File: src/rtl/turn_controller_pkg.sv
// turn_controller_pkg: board dimensions, turn FSM states and winner codes shared by the turn sequencer
package turn_controller_pkg;
  localparam int C4_COLS = 7;
  localparam int C4_ROWS = 6;
  typedef enum logic [2:0] {IDLE, ARM, WAIT_MOVE, DROP, CHECK, DONE} turn_state_t;
  typedef enum logic [1:0] {WIN_NONE = 2'b00, WIN_P1 = 2'b01, WIN_P2 = 2'b10, WIN_DRAW = 2'b11} winner_t;
  function automatic winner_t player_win(input logic p);
    return p ? WIN_P2 : WIN_P1;
  endfunction
endpackage

File: src/rtl/turn_controller_if.sv
// turn_controller_if: player/timer/checker inputs and timer/drop/result outputs of the turn sequencer
interface turn_controller_if import turn_controller_pkg::*; #(
  parameter int COLS = C4_COLS,
  parameter int ROWS = C4_ROWS
);
  localparam int CW = $clog2(COLS);
  localparam int RW = $clog2(ROWS);
  logic            start;
  logic            move_valid;
  logic [CW-1:0]   move_col;
  logic            timer_expired;
  logic            check_done;
  logic            check_win;
  logic            timer_reset;
  logic            timer_enable;
  logic            cur_player;
  logic            drop_valid;
  logic [CW-1:0]   drop_col;
  logic [RW-1:0]   drop_row;
  logic            auto_move;
  logic            illegal_move;
  logic [COLS-1:0] col_full;
  logic            done;
  logic [1:0]      winner;
  modport master (
    output start, move_valid, move_col, timer_expired, check_done, check_win,
    input  timer_reset, timer_enable, cur_player, drop_valid, drop_col, drop_row,
           auto_move, illegal_move, col_full, done, winner
  );
  modport slave (
    input  start, move_valid, move_col, timer_expired, check_done, check_win,
    output timer_reset, timer_enable, cur_player, drop_valid, drop_col, drop_row,
           auto_move, illegal_move, col_full, done, winner
  );
endinterface

File: src/rtl/turn_controller_column_heights.sv
// column_heights: saturating per-column fill counters with full flags, board-full flag and lowest free column
module column_heights #(
  parameter int COLS = 7,
  parameter int ROWS = 6,
  parameter int CW = $clog2(COLS),
  parameter int RW = $clog2(ROWS)
) (
  input  logic            clk,
  input  logic            reset,
  input  logic            i_clr,
  input  logic            i_inc,
  input  logic [CW-1:0]   i_col,
  output logic [RW-1:0]   o_height,
  output logic [COLS-1:0] o_col_full,
  output logic            o_all_full,
  output logic [CW-1:0]   o_first_free
);
  localparam int HW = $clog2(ROWS + 1);
  localparam logic [HW-1:0] FULL = HW'(ROWS);
  localparam logic [CW-1:0] LAST = CW'(COLS - 1);
  logic [HW-1:0] r_height [COLS];
  for (genvar c = 0; c < COLS; c++) begin : g_col
    always_ff @(posedge clk) begin
      if (reset || i_clr) r_height[c] <= '0;
      else if (i_inc && i_col == CW'(c) && r_height[c] != FULL) r_height[c] <= r_height[c] + 1'b1;
    end
    assign o_col_full[c] = r_height[c] == FULL;
  end
  assign o_all_full = &o_col_full;
  assign o_height = (i_col <= LAST) ? RW'(r_height[i_col]) : '0;
  always_comb begin
    o_first_free = '0;
    for (int i = COLS - 1; i >= 0; i--) if (!o_col_full[i]) o_first_free = CW'(i);
  end
endmodule

File: src/rtl/turn_controller.sv
// turn_controller: Connect-4 turn sequencer driving the move timer, one drop per turn and the game result
module turn_controller import turn_controller_pkg::*; #(
  parameter int COLS = C4_COLS,
  parameter int ROWS = C4_ROWS
) (
  input logic clk,
  input logic reset,
  turn_controller_if.slave bus
);
  localparam int CW = $clog2(COLS);
  localparam int RW = $clog2(ROWS);
  localparam int FW = 1 << CW;
  localparam logic [CW-1:0] LAST_COL = CW'(COLS - 1);
  turn_state_t r_state, w_next;
  logic [CW-1:0] r_col, w_col, w_first_free, r_drop_col;
  logic [RW-1:0] w_height, r_drop_row;
  logic [1:0] r_winner, w_winner;
  logic [COLS-1:0] w_col_full;
  logic [FW-1:0] w_full_ext;
  logic r_auto, w_auto, r_player, w_player, w_clr, w_all_full, w_legal, w_illegal;
  logic r_timer_reset, r_timer_enable, r_drop_valid, r_auto_move, r_illegal, r_done;
  column_heights #(.COLS(COLS), .ROWS(ROWS)) u_heights (
    .clk(clk),
    .reset(reset),
    .i_clr(w_clr),
    .i_inc(r_state == DROP),
    .i_col(w_col),
    .o_height(w_height),
    .o_col_full(w_col_full),
    .o_all_full(w_all_full),
    .o_first_free(w_first_free)
  );
  assign w_full_ext = FW'(w_col_full);
  assign w_legal = bus.move_valid && bus.move_col <= LAST_COL && !w_full_ext[bus.move_col];
  assign w_illegal = bus.move_valid && !w_legal;
  always_comb begin
    w_next = r_state;
    w_col = r_col;
    w_auto = r_auto;
    w_player = r_player;
    w_winner = r_winner;
    w_clr = 1'b0;
    case (r_state)
      IDLE, DONE: if (bus.start) begin
        w_next = ARM;
        w_clr = 1'b1;
        w_player = 1'b0;
        w_winner = WIN_NONE;
      end
      ARM: w_next = WAIT_MOVE;
      WAIT_MOVE: if (w_legal || bus.timer_expired) begin
        w_next = DROP;
        w_col = w_legal ? bus.move_col : w_first_free;
        w_auto = !w_legal;
      end
      DROP: w_next = CHECK;
      CHECK: if (bus.check_done) begin
        w_next = (bus.check_win || w_all_full) ? DONE : ARM;
        w_winner = bus.check_win ? player_win(r_player) : w_all_full ? WIN_DRAW : WIN_NONE;
        w_player = (bus.check_win || w_all_full) ? r_player : !r_player;
      end
      default: w_next = IDLE;
    endcase
  end
  always_ff @(posedge clk) begin
    if (reset) begin
      r_state <= IDLE;
      r_col <= '0;
      r_auto <= 1'b0;
      r_player <= 1'b0;
      r_winner <= WIN_NONE;
      r_timer_reset <= 1'b0;
      r_timer_enable <= 1'b0;
      r_drop_valid <= 1'b0;
      r_drop_col <= '0;
      r_drop_row <= '0;
      r_auto_move <= 1'b0;
      r_illegal <= 1'b0;
      r_done <= 1'b0;
    end else begin
      r_state <= w_next;
      r_col <= w_col;
      r_auto <= w_auto;
      r_player <= w_player;
      r_winner <= w_winner;
      r_timer_reset <= w_next == ARM;
      r_timer_enable <= w_next == WAIT_MOVE;
      r_drop_valid <= w_next == DROP;
      r_drop_col <= (w_next == DROP) ? w_col : '0;
      r_drop_row <= (w_next == DROP) ? w_height : '0;
      r_auto_move <= w_next == DROP && w_auto;
      r_illegal <= r_state == WAIT_MOVE && w_illegal;
      r_done <= w_next == DONE;
    end
  end
  assign bus.timer_reset = r_timer_reset;
  assign bus.timer_enable = r_timer_enable;
  assign bus.cur_player = r_player;
  assign bus.drop_valid = r_drop_valid;
  assign bus.drop_col = r_drop_col;
  assign bus.drop_row = r_drop_row;
  assign bus.auto_move = r_auto_move;
  assign bus.illegal_move = r_illegal;
  assign bus.col_full = w_col_full;
  assign bus.done = r_done;
  assign bus.winner = r_winner;
endmodule

File: src/flat_wrapper.sv
// flat-port wrapper written by rule: the top's interface ports become plain ports
module turn_controller_flat import turn_controller_pkg::*;
#(
  parameter int COLS = C4_COLS,
  parameter int ROWS = C4_ROWS
)
  (clk, reset, bus_start, bus_move_valid, bus_move_col, bus_timer_expired, bus_check_done, bus_check_win, bus_timer_reset, bus_timer_enable, bus_cur_player, bus_drop_valid, bus_drop_col, bus_drop_row, bus_auto_move, bus_illegal_move, bus_col_full, bus_done, bus_winner);
  turn_controller_if #(.COLS(COLS), .ROWS(ROWS)) bus_i ();
  input logic clk;
  input logic reset;
  input wire logic [$bits(bus_i.start)-1:0] bus_start;
  input wire logic [$bits(bus_i.move_valid)-1:0] bus_move_valid;
  input wire logic [$bits(bus_i.move_col)-1:0] bus_move_col;
  input wire logic [$bits(bus_i.timer_expired)-1:0] bus_timer_expired;
  input wire logic [$bits(bus_i.check_done)-1:0] bus_check_done;
  input wire logic [$bits(bus_i.check_win)-1:0] bus_check_win;
  output wire logic [$bits(bus_i.timer_reset)-1:0] bus_timer_reset;
  output wire logic [$bits(bus_i.timer_enable)-1:0] bus_timer_enable;
  output wire logic [$bits(bus_i.cur_player)-1:0] bus_cur_player;
  output wire logic [$bits(bus_i.drop_valid)-1:0] bus_drop_valid;
  output wire logic [$bits(bus_i.drop_col)-1:0] bus_drop_col;
  output wire logic [$bits(bus_i.drop_row)-1:0] bus_drop_row;
  output wire logic [$bits(bus_i.auto_move)-1:0] bus_auto_move;
  output wire logic [$bits(bus_i.illegal_move)-1:0] bus_illegal_move;
  output wire logic [$bits(bus_i.col_full)-1:0] bus_col_full;
  output wire logic [$bits(bus_i.done)-1:0] bus_done;
  output wire logic [$bits(bus_i.winner)-1:0] bus_winner;
  assign bus_i.start = bus_start;
  assign bus_i.move_valid = bus_move_valid;
  assign bus_i.move_col = bus_move_col;
  assign bus_i.timer_expired = bus_timer_expired;
  assign bus_i.check_done = bus_check_done;
  assign bus_i.check_win = bus_check_win;
  assign bus_timer_reset = bus_i.timer_reset;
  assign bus_timer_enable = bus_i.timer_enable;
  assign bus_cur_player = bus_i.cur_player;
  assign bus_drop_valid = bus_i.drop_valid;
  assign bus_drop_col = bus_i.drop_col;
  assign bus_drop_row = bus_i.drop_row;
  assign bus_auto_move = bus_i.auto_move;
  assign bus_illegal_move = bus_i.illegal_move;
  assign bus_col_full = bus_i.col_full;
  assign bus_done = bus_i.done;
  assign bus_winner = bus_i.winner;
  turn_controller #(.COLS(COLS), .ROWS(ROWS)) u_core (.clk(clk), .reset(reset), .bus(bus_i));
endmodule
File: config.mk
export PLATFORM = sky130hd
export DESIGN_NAME = turn_controller_flat
export DESIGN_NICKNAME = d
export VERILOG_FILES = /design/src/rtl/turn_controller_pkg.sv /design/src/rtl/turn_controller_if.sv /design/src/rtl/turn_controller_column_heights.sv /design/src/rtl/turn_controller.sv /design/src/flat_wrapper.sv
export SDC_FILE = /design/constraint.sdc
export NUM_CORES = 1
export LEC_CHECK = 0
export ABC_AREA = 0
export CAP_MARGIN = 20
export CELL_PAD_IN_SITES_DETAIL_PLACEMENT = 1
export CELL_PAD_IN_SITES_GLOBAL_PLACEMENT = 2
export CORE_ASPECT_RATIO = 1.1
export CORE_UTILIZATION = 37
export CTS_CLUSTER_DIAMETER = 120
export CTS_CLUSTER_SIZE = 14
export DETAILED_ROUTE_END_ITERATION = 10
export PLACE_DENSITY = 0.86
export SLEW_MARGIN = 20
export SYNTH_ARGS = -nofsm -noshare
export SYNTH_HDL_FRONTEND = slang
export SYNTH_SLANG_ARGS = --single-unit
File: constraint.sdc
create_clock -name clk -period 9.35 [get_ports clk]
set_clock_uncertainty 0.15 [all_clocks]
set_input_delay 1.87 -clock clk [delete_from_list [all_inputs] [get_ports clk]]
set_output_delay 1.87 -clock clk [all_outputs]
set_load 0.02 [all_outputs]
==> results of run 1 <==
[cell families after synthesis]
logic type      after synthesis
compound gates               65
xor+xnor                      1
fa+ha+maj                    14
buf+inv                      31
flops                        43
mux                           6
simple gates                125
[worst paths after layout]
kind | from | to | slack (ns) | cells past startpoint
worst max-delay path | bus_move_col[1] | u_core.u_heights.r_height[6][0]$_SDFFCE_PN0P_ | 4.04 | 8
worst min-delay path | u_core.bus.winner[1]$_SDFFE_PP0P_ | u_core.bus.winner[1]$_SDFFE_PP0P_ | 0.31 | 2
worst max register to register | u_core.u_heights.r_height[4][0]$_SDFFCE_PN0P_ | u_core.u_heights.r_height[6][0]$_SDFFCE_PN0P_ | 5.43 | 10
worst min register to register | u_core.bus.winner[1]$_SDFFE_PP0P_ | u_core.bus.winner[1]$_SDFFE_PP0P_ | 0.31 | 2
[registers in the layout, summed over array words and instances, names as in the netlist]
signal and flops:
u_core.bus.winner 2, u_core.bus.drop_row 3, u_core.bus.done 1, u_core.bus.timer_enable 1, u_core.bus.timer_reset 1, u_core.r_col 3, u_core.r_state 3, u_core.bus.illegal_move 1
u_core.bus.auto_move 1, u_core.bus.drop_valid 1, u_core.bus.drop_col 3, u_core.u_heights.r_height 21, u_core.r_auto 1, u_core.bus.cur_player 1
[critical path, delay by kind of cell]
kind,cells,cell delay (ns)
AOI/OAI and AO/OA,5,2.17
buffers and inverters,1,0.67
and+or+nand+nor,2,0.41
[per-layer routing]
layer | wire (um) | up-vias | part of all wire [%] | global-route usage [%]
met2 | 3740 | 63 | 49 | 39.8
met1 | 3500 | 1156 | 45 | 29.8
met3 | 334 | 9 | 4.3 | 2.93
met5 | 0 | - | 0 | 0
li1 | - | 1117 | - | -
met4 | 129 | 0 | 1.7 | 6.70
[final cells by class]
class	instances	area, um^2
Fill cell	804	3610
Timing Repair Buffer	32	318
Multi-Input combinational cell	211	1380
Inverter	21	78.8
Sequential cell	43	1070
Tap cell	82	103
Clock inverter	3	43.8
Clock buffer	5	68.8
[cells in the final DEF, fill, tap and decap left out, types with 7 or more instances in the layout]
cell type,synthesis,layout
ha_1,14,14
nand4_1,7,7
nor2_1,21,21
nor3_1,18,18
a21oi_1,13,13
nand3_1,10,10
clkdlybuf4s50_1,0,31
inv_1,21,21
edfxtp_1,21,21
nand2_1,28,28
nor4_1,10,10
o21ai_0,16,16
dfxtp_1,22,22
[power by group through the flow]
stage / logic (mW) / registers, mW / clock network, mW
after floorplan: 0.0682 / 0.228 / 0
after global placement: 0.0977 / 0.232 / 0
after detailed placement: 0.100 / 0.232 / 0
after CTS: 0.101 / 0.228 / 0.155
after global routing: 0.112 / 0.230 / 0.159
final: 0.101 / 0.228 / 0.152
[cells in the mapped netlist, drive strengths merged, types with 2 or more instances]
master,n
a31oi,4
or3,4
a21o,2
buf,2
o31ai,4
edfxtp,21
mux2i,5
nand2,29
inv,21
nand3,11
ha,14
clkbuf,8
a22o,2
nor3,19
a311oi,4
o211ai,2
dfxtp,22
or4,2
a221o,2
o21ai,17
nor2,21
and2,5
nand2b,3
a31o,2
o2bb2ai,3
nand4,7
nor2b,5
nor4,14
a21oi,13
==> results by group, run 1 <==
Timing
  – Max_slew headroom: 31.1%
  – Endpoints failing setup: 0
  – Crit share post-route: 56.8%
  – Final hold viol count: 0
  – Fin Hold WS: 0.315 ns
  – Final TNS setup: 0 ns
  – Worst slew pin tran: 1.03 ns
  – Worst setup margin: 4.04 ns
  – Max Slew Vio Count: 0
  – Final min period: 5.31 ns
  – Max Clk Rate: 188 MHz
  – RSZ-0062 raised after global routing: no

Clock tree
  – Worst-Skew Late Latency: 0.30 ns
  – CTS tree: built
  – TritonCTS sink count: 43
  – CTS Hold Bufs: 0
  – # Post-CTS Setup Buffers: 0
  – Root Buffer Master: clkbuf_8
  – Clock Path Buffers: 2
  – CTS H-tree depth: 2
  – Clock transition at path regs: ~0.09 ns
  – CTS Buf Count: 5
  – Post-cts sizing count: 0

Power
  – Power Density: ~160 mW/mm^2
  – Total power draw: a little under 0.5 mW
  – Max VDD drop: 0.0899 mV
  – Leak Pwr: 1.14 nW
  – Pint: between 0.3 and 0.4 mW
  – Clock Power Share: 31.6%
  – Psw: 0.149 mW
  – Reg power frac: 47.4%
  – Switching fraction of total power: between 30% and 40%
  – Comb power frac: 21.0%

Yosys
  – Dominant cells by area after synthesis: edfxtp_1, dfxtp_1, ha_1
  – Synth top area share: 24.4%
  – Post-synth EDFFs: 21
  – Sequential fraction of the synthesis area: 41.5%
  – Async S/R FF share, synth: 0%
  – Complex-gate fraction of the synthesized area: 17.8%
  – Post-Synth Simple-Gate Area: around a quarter
  – Synth warnings: 0
  – Mean Syn Cell Area: between 9 and 10 um^2
  – Post-synthesis xor/xnor area fraction: less than 1%
  – Cell taking the most area after synthesis: edfxtp_1
  – Top_reg_cell synth: dfxtp_1
  – Post-Synth Adder-Cell Area: 6.79%
  – Largest family of logic cells by synthesized area: simple AND/OR/NAND/NOR gates
  – Synth Register Bits: 43
  – Post-Synthesis Cells: 285
  – Yosys cell types: 55
  – Post-Syn Nets: 309
  – Post-Syn Area: 0.00258 mm^2
  – Multiplexer area fraction after synthesis: 2.38%

Final layout
  – Share of post-route cells with drive strength above 1: approximately 8.3%
  – Ant diodes: 0
  – Syn-to-layout area delta: 18.8%
  – Final core occ: 45.9%
  – Post-route design area: roughly 0.003 mm^2
  – Nets: 338
  – Fin cells: 397

Floorplanning
  – Ports: 32
  – Die W: 81.6 um
  – Core area: 0.00667 mm^2
  – Die ar.: 0.00731 mm^2
  – Initial Util: 38.7%
  – # rows: 31
  – Die Ht: 89.6 um

Worst setup path
  – CP Data Arrival Time: between 5 and 6 ns
  – Critical path required time: a little over 9 ns
  – Critical path endpoint category: flop
  – Worst path most repeated cell: a221o_1
  – CP max stage cell: clkdlybuf4s50_1
  – Crit-path max FO: 14
  – Crit path kind: in2reg
  – Critical Path Start Type: primary input
  – Critical path cell sequence: clkdlybuf4s50_1 > nor2b_2 > a221o_1 > o221a_4 > o21ai_1 > a221o_1 > nand2_1 > o21ai_0
  – CP max stage delay: 0.67 ns

Global route
  – GRT Util Overall: 22.9%
  – Initial antenna violation count: 0
  – Largest net degree at the start of global routing: 15
  – Global-route wire length before repair: 12400 um
  – Overflow after GRT: 0
  – Vias in the first global route: ~2300

Placement
  – Buffers on Ports: 31
  – Routability cong.: 0.797
  – Placed cell count: 389
  – Dpl ws: about 3.8 ns
  – Placed inst area: 0.00295 mm^2
  – Estimated wirelength of the detail-placed design: 5730 um

Detailed routing
  – Vias: 2345
  – Vias per cell: 5.91
  – DR pass1 iterations: 4
  – Post-DRT Antenna Nets: 0
  – DRT iter0 DRCs: ~180
  – Drt wl/cell: 19.4 um
  – Detailed-route DRC error count: 0
  – Total Wirelength: 7710 um

Hold path
  – Hold Crit Class: reg2reg

Flow run
  – Max-Cap Viols: 0

Status
  – Status: finished clean
(Power assumes the default switching activity.)
==> run 2, diff against run 1 <==
- CORE_UTILIZATION: 37 -> 34
- PLACE_DENSITY: 0.86 -> 0.8
- clock period: 9.35 -> 5.43 ns (I/O delays scaled with it)
==> run 2 against run 1 <==
Cell count increased by 1.0%. Worst setup slack worse by 3.1 ns. Wire length decreased by 1.2%. First-iteration DRC count down 49%. Count of clock-buffer cells in the layout unchanged. Hold slack improved by 0.0025 ns. Combinational power rose by 72%. Non-clock buffer count rose by 1. Clock power up 64%. Register-to-register slack got worse by 3.9 ns. Utilization shrank 3.1 points. Sequential cell count unchanged. Critical path type unchanged. Largest power group unchanged.
==> results by group, run 2 (same netlist as run 1, synthesis figures left out) <==
Status
  – Status: finished clean

Floorplanning
  – Core area: 0.00717 mm^2 (+7.4%)
  – # rows: 32 (+3.2%)
  – Die Ht: 93.4 um (+4.2%)
  – Ports: 32 (unchanged)
  – Initial Util: 36.0% (-2.7 points)
  – Die W: 85.1 um (+4.2%)
  – Die ar.: 0.00794 mm^2 (+8.6%)

Detailed routing
  – DR pass1 iterations: 4 (unchanged)
  – DRT iter0 DRCs: 94 (-49%)
  – Vias per cell: 5.66 (-4.2%)
  – Detailed-route DRC error count: 0 (unchanged)
  – Drt wl/cell: 19.0 um (-2.2%)
  – Post-DRT Antenna Nets: 0 (unchanged)
  – Vias: 2269 (-3.2%)
  – Total Wirelength: 7620 um (-1.2%)

Hold path
  – Hold path cells: 2 (unchanged)
  – Hold Crit Class: reg2reg
  – Hold-critical path endpoint: u_core.bus.winner[1]$_SDFFE_PP0P_
  – Worst Hold Launch: u_core.bus.winner[1]$_SDFFE_PP0P_

Final layout
  – Most frequent cells in the layout: clkdlybuf4s50_1, nand2_1, dfxtp_1
  – Multi-input gate area: 0.00138 mm^2 (unchanged)
  – Seq. cell area: 0.00107 mm^2 (unchanged)
  – Final core occ: 42.9% (-3.1 points)
  – Nets: 339 (+0.30%)
  – Post-route design area: 0.00307 mm^2 (+0.20%)
  – Layout filler cell count: 841 (+4.6%)
  – Number of flip-flops in the largest register: 21 (unchanged)
  – Syn-to-layout area delta: 19.0%
  – Ant diodes: 0 (unchanged)
  – Commonest non-fill, non-tap cell in the layout: clkdlybuf4s50_1
  – Reg with most FFs: u_core.u_heights.r_height
  – Share of post-route cells with drive strength above 1: 8.23% (-0.026 points)

Power
  – Leak Pwr: 1.15 nW (+0.22%)
  – Power Density: 265 mW/mm^2 (+69%)
  – Max VDD drop: 0.138 mV (+53%)

Clock tree
  – Worst-Skew Late Latency: 0.30 ns (about the same)
  – Root Buffer Master: clkbuf_8
  – CTS Buf Count: 5 (unchanged)
  – # Post-CTS Setup Buffers: 0 (unchanged)
  – CTS tree: built
  – CTS H-tree depth: 2 (unchanged)
  – Post-cts sizing count: 0 (unchanged)
  – Clock Path Buffers: 2 (unchanged)
  – Clock transition at path regs: 0.08 ns (about the same)
  – TritonCTS sink count: 43 (unchanged)
  – CTS Hold Bufs: 0 (unchanged)

Worst setup path
  – Beginning of the critical path: bus_move_col[1]
  – Crit-path max FO: 14 (unchanged)
  – CP max stage cell: clkdlybuf4s50_1
  – R2r startpoint: u_core.u_heights.r_height[1][0]$_SDFFCE_PN0P_
  – Worst path most repeated cell: a221o_1
  – Reg-to-Reg End: u_core.u_heights.r_height[2][1]$_SDFFCE_PN0P_
  – CP Data Arrival Time: 4.35 ns (-0.78 ns)
  – Critical Path Start Type: primary input
  – Worst path bufs/invs: 1 (unchanged)
  – Crit path kind: in2reg
  – Reg2Reg Depth: 9 (-1)
  – CP max stage delay: 0.67 ns (about the same)
  – Delay-heaviest family, CP: compound AO/OA/AOI/OAI gates
  – R2R setup slack: 1.50 ns (-3.93 ns)
  – Critical path cell sequence: clkdlybuf4s50_1 > nor2b_2 > a221o_1 > o221a_4 > o21ai_1 > a221o_1 > nand2_1 > o21ai_0
  – Critical path endpoint category: flop
  – Critical path required time: 5.24 ns (-3.93 ns)

Timing
  – Crit share post-route: 83.6%
  – Max_slew headroom: 49.1% (+18 points)
  – Endpoints failing setup: 0 (unchanged)
  – Max Slew Vio Count: 0 (unchanged)
  – Final hold viol count: 0 (unchanged)
  – Final min period: ~4.5 ns
  – Worst slew pin tran: 0.760 ns (-0.269 ns)
  – Final TNS setup: 0 ns (unchanged)
  – RSZ-0062 raised after global routing: no
  – Max Clk Rate: 220 MHz

Placement
  – Estimated wirelength of the detail-placed design: 5820 um (+1.5%)
  – Routability cong.: 0.803 (+0.72%)
  – Placed inst area: 0.00296 mm^2 (+0.38%)
  – Buffers on Ports: 31 (unchanged)

Global route
  – Overflow after GRT: 0 (unchanged)
  – Vias in the first global route: 2276 (-3.0%)
  – GRT Util Overall: 20.4% (-2.5 points)
  – Largest net degree at the start of global routing: 15 (unchanged)
  – Global-route wire length before repair: 12200 um (-1.2%)
  – Initial antenna violation count: 0 (unchanged)

Flow run
  – Max-Cap Viols: 0 (unchanged)
-- run 2: per-layer routing --
| metal | GRT usage [%] | up-vias | routed length (um) |
|---|---|---|---|
| met4 | 6.50 | 0 | 123 |
| met5 | 0 | - | 0 |
| li1 | - | 1123 | - |
| met1 | 26.5 | 1075 | 3410 |
| met3 | 3.18 | 10 | 399 |
| met2 | 34.7 | 61 | 3680 |
-- run 2: tightest hold or removal path: cells and delay by family, from the launching register on --
| family | cells | cell delay, ns |
|---|---|---|
| AO/OA/AOI/OAI | 1 | 0.05 |
| flip-flops | 1 | 0.32 |
| AND/OR/NAND/NOR | 1 | 0.05 |
-- run 2: worst max-delay path by stage --
stage / slack [ns] / depth (start not counted) / end
CTS: 0.96 / 8 / u_core.u_heights.r_height[6][1]$_SDFFCE_PN0P_
global placement: 0.86 / 8 / u_core.u_heights.r_height[6][2]$_SDFFCE_PN0P_
global route: 0.73 / 8 / u_core.u_heights.r_height[2][2]$_SDFFCE_PN0P_
floorplan: 1.86 / 8 / u_core.u_heights.r_height[5][0]$_SDFFCE_PN0P_
detailed placement: 0.64 / 8 / u_core.u_heights.r_height[2][1]$_SDFFCE_PN0P_
finish: 0.89 / 8 / u_core.u_heights.r_height[2][1]$_SDFFCE_PN0P_
-- run 2: cell type report --
| class | instances | share of cell area (%) |
|---|---|---|
| clock buffer | 5 | 2.24 |
| clock inverter | 3 | 1.26 |
| inverter | 21 | 2.57 |
| multi-input combinational | 211 | 45.0 |
| sequential | 43 | 34.9 |
| tap | 85 | 3.46 |
| timing repair buffer | 33 | 10.6 |
-- run 2: power breakdown --
group	internal (mW)	switching [mW]	total [mW]
sequential	0.368	0.0246	0.392
combinational	0.0676	0.106	0.174
clock	0.135	0.114	0.249
-- run 2: per-stage QoR --
step           setup slack [ns]  instances  power [mW]  hold WS, ns
2_1_floorplan              1.86        285       0.510        0.323
3_3_place_gp              0.862        393       0.570        0.299
3_5_place_dp              0.636        393       0.573        0.302
4_1_cts                   0.956        401       0.827        0.319
5_1_grt                   0.734        401       0.856        0.339
6_report                  0.889        401       0.815        0.317
==> variant, RTL diff (config.mk and constraints of run 1) <==
Make the reset (`reset`) asynchronous in one clocked block.
--- a/src/rtl/turn_controller.sv
+++ b/src/rtl/turn_controller.sv
@@ -62,7 +62,7 @@
       default: w_next = IDLE;
     endcase
   end
-  always_ff @(posedge clk) begin
+  always_ff @(posedge clk or posedge reset) begin
     if (reset) begin
       r_state <= IDLE;
       r_col <= '0;
Check against the original RTL: differs if reset is asserted again (counterexample within 4 cycles, from zero or initial values and one cycle with reset high); with reset held inactive, the same outputs for 10 cycles.
==> variant against run 1 <==
Sequential cell count unchanged. Area after synthesis is 0.82% higher. Worst setup slack better by 0.036 ns. Routed wire length decreased by 17%. Core utilization fell by 0.27 points. Final cell count decreased by 9.3%. Critical endpoint is now u_core.u_heights.r_height[0][0]. Hold slack better by 0.028 ns. Design area stayed put.
Power is not compared: it rests on default switching activity, and its combinational part moved more than twofold at a synthesized area within 25%.
==> variant: results (changes against run 1) <==
Hold Path End=u_core.r_auto; Seq/Total Area, Yosys=0.454 (+0.0389); # Post-CTS Setup Buffers=0 (unchanged); Peak VDD IR=between 90 and 100 uV; met2 Use GR=0.317 (-0.0809); final cell count without fillers=360 (-9.3%); R2R Setup Slk=5.34 ns (-0.09 ns); Nets=301 (-11%); Critical path destination=u_core.u_heights.r_height[0][0]; Synth top area share=0.242 (-0.00200); GR Util met1=0.259 (-0.0394); fillcell total=738 (-8.2%); r2r startpoint=u_core.u_heights.r_height[5][0]; Post-Syn Instances=246 (-14%); M1 WL=2950 um (-16%); ys async rst share=0.512 (+0.512); Post-Place Cell Area=0.00298 mm2 (+0.76%); initial antenna violation count=0 (unchanged); Slew @ Worst Pin=1.04 ns (+0.0114 ns); TritonRoute pass-1 iters=4 (unchanged); Setup crit start=bus_move_col[1]; final wirelength=6400 um (-17%); min-delay src=u_core.r_auto; Synth cell types=60 (+9.1%); clock insertion delay at the later pin of the skew report=around 0.29 ns; Post-Place Setup Slack=3.78 ns (-0.0217 ns); Total Routing Usage GR=0.194 (-0.0354); metal2 WL=3140 um (-16%); top_reg_cell synth=dfrtp_1; via count=1955 (-17%); layout cells sized above 1=0.140 (+0.0577); synth cell count leaders=nor2_1, inv_1, dfrtp_1; Placer Congestion=0.799 (+0.25%); Post-synth EDFFs=21 (unchanged); pin count of the biggest net entering global routing=24 (+9); CTS clk-pin slew, worst paths=0.08 ns; final hold slack=0.342 ns (+0.0278 ns); M3 GR Usage=0.0315 (+0.00218); Final Util=0.457 (-0.00266); Syn Nets=270 (-13%); Largest Register=u_core.u_heights.r_height; Crit-path slowest cell=o41ai_1; first-pass GRT wire length=10700 um (-13%); Detailed Route Iter0 Violations=119 (-35%); Resized cells post-CTS=0 (unchanged); CP peak stage delay=0.80 ns (+0.13 ns); CTS Buf Count=5 (unchanged); Root Buffer=clkbuf_8; R2R cell count=10 (unchanged); hpwl dp=5010 um (-12%); vias in the first global route=2111 (-10%); synth top area cells=edfxtp_1, dfrtp_1, ha_1; crit-path max FO=6 (-8); Placed Cells=352 (-9.5%); status=finished clean; WL met3=226 um (-32%); minimum clock period=5.28 ns (-0.0358 ns)
[variant: layout make-up]
type | instances | share of cell area
Multi-Input combinational cell | 168 | 0.413
Tap cell | 82 | 0.0335
Timing Repair Buffer | 32 | 0.104
Inverter | 27 | 0.0347
Clock buffer | 7 | 0.0282
Sequential cell | 43 | 0.385
Clock inverter | 1 | 0.00122
[variant: power by group]
part           internal (W)  switching [W]  total, W
Combinational      0.000146       0.000218  0.000363
Clock             0.0000592      0.0000615  0.000121
Sequential         0.000259      0.0000544  0.000313
Total              0.000464       0.000334  0.000798
[variant: cells by family after synthesis]
kind of cell	Yosys count	synth area share
AOI/OAI and AO/OA	48	0.162
buffers and inverters	35	0.0591
DFF	43	0.454
adders and majority gates	14	0.0673
and+or+nand+nor	85	0.175
xor gates and xnor gates	8	0.0269
muxes	13	0.0558
[variant: critical path: cells and delay by family]
kind | cells | cell delay [ns]
AO/OA/AOI/OAI | 3 | 1.65
buffers and inverters | 2 | 0.68
multiplexers | 1 | 0.56
AND/OR/NAND/NOR | 2 | 0.29
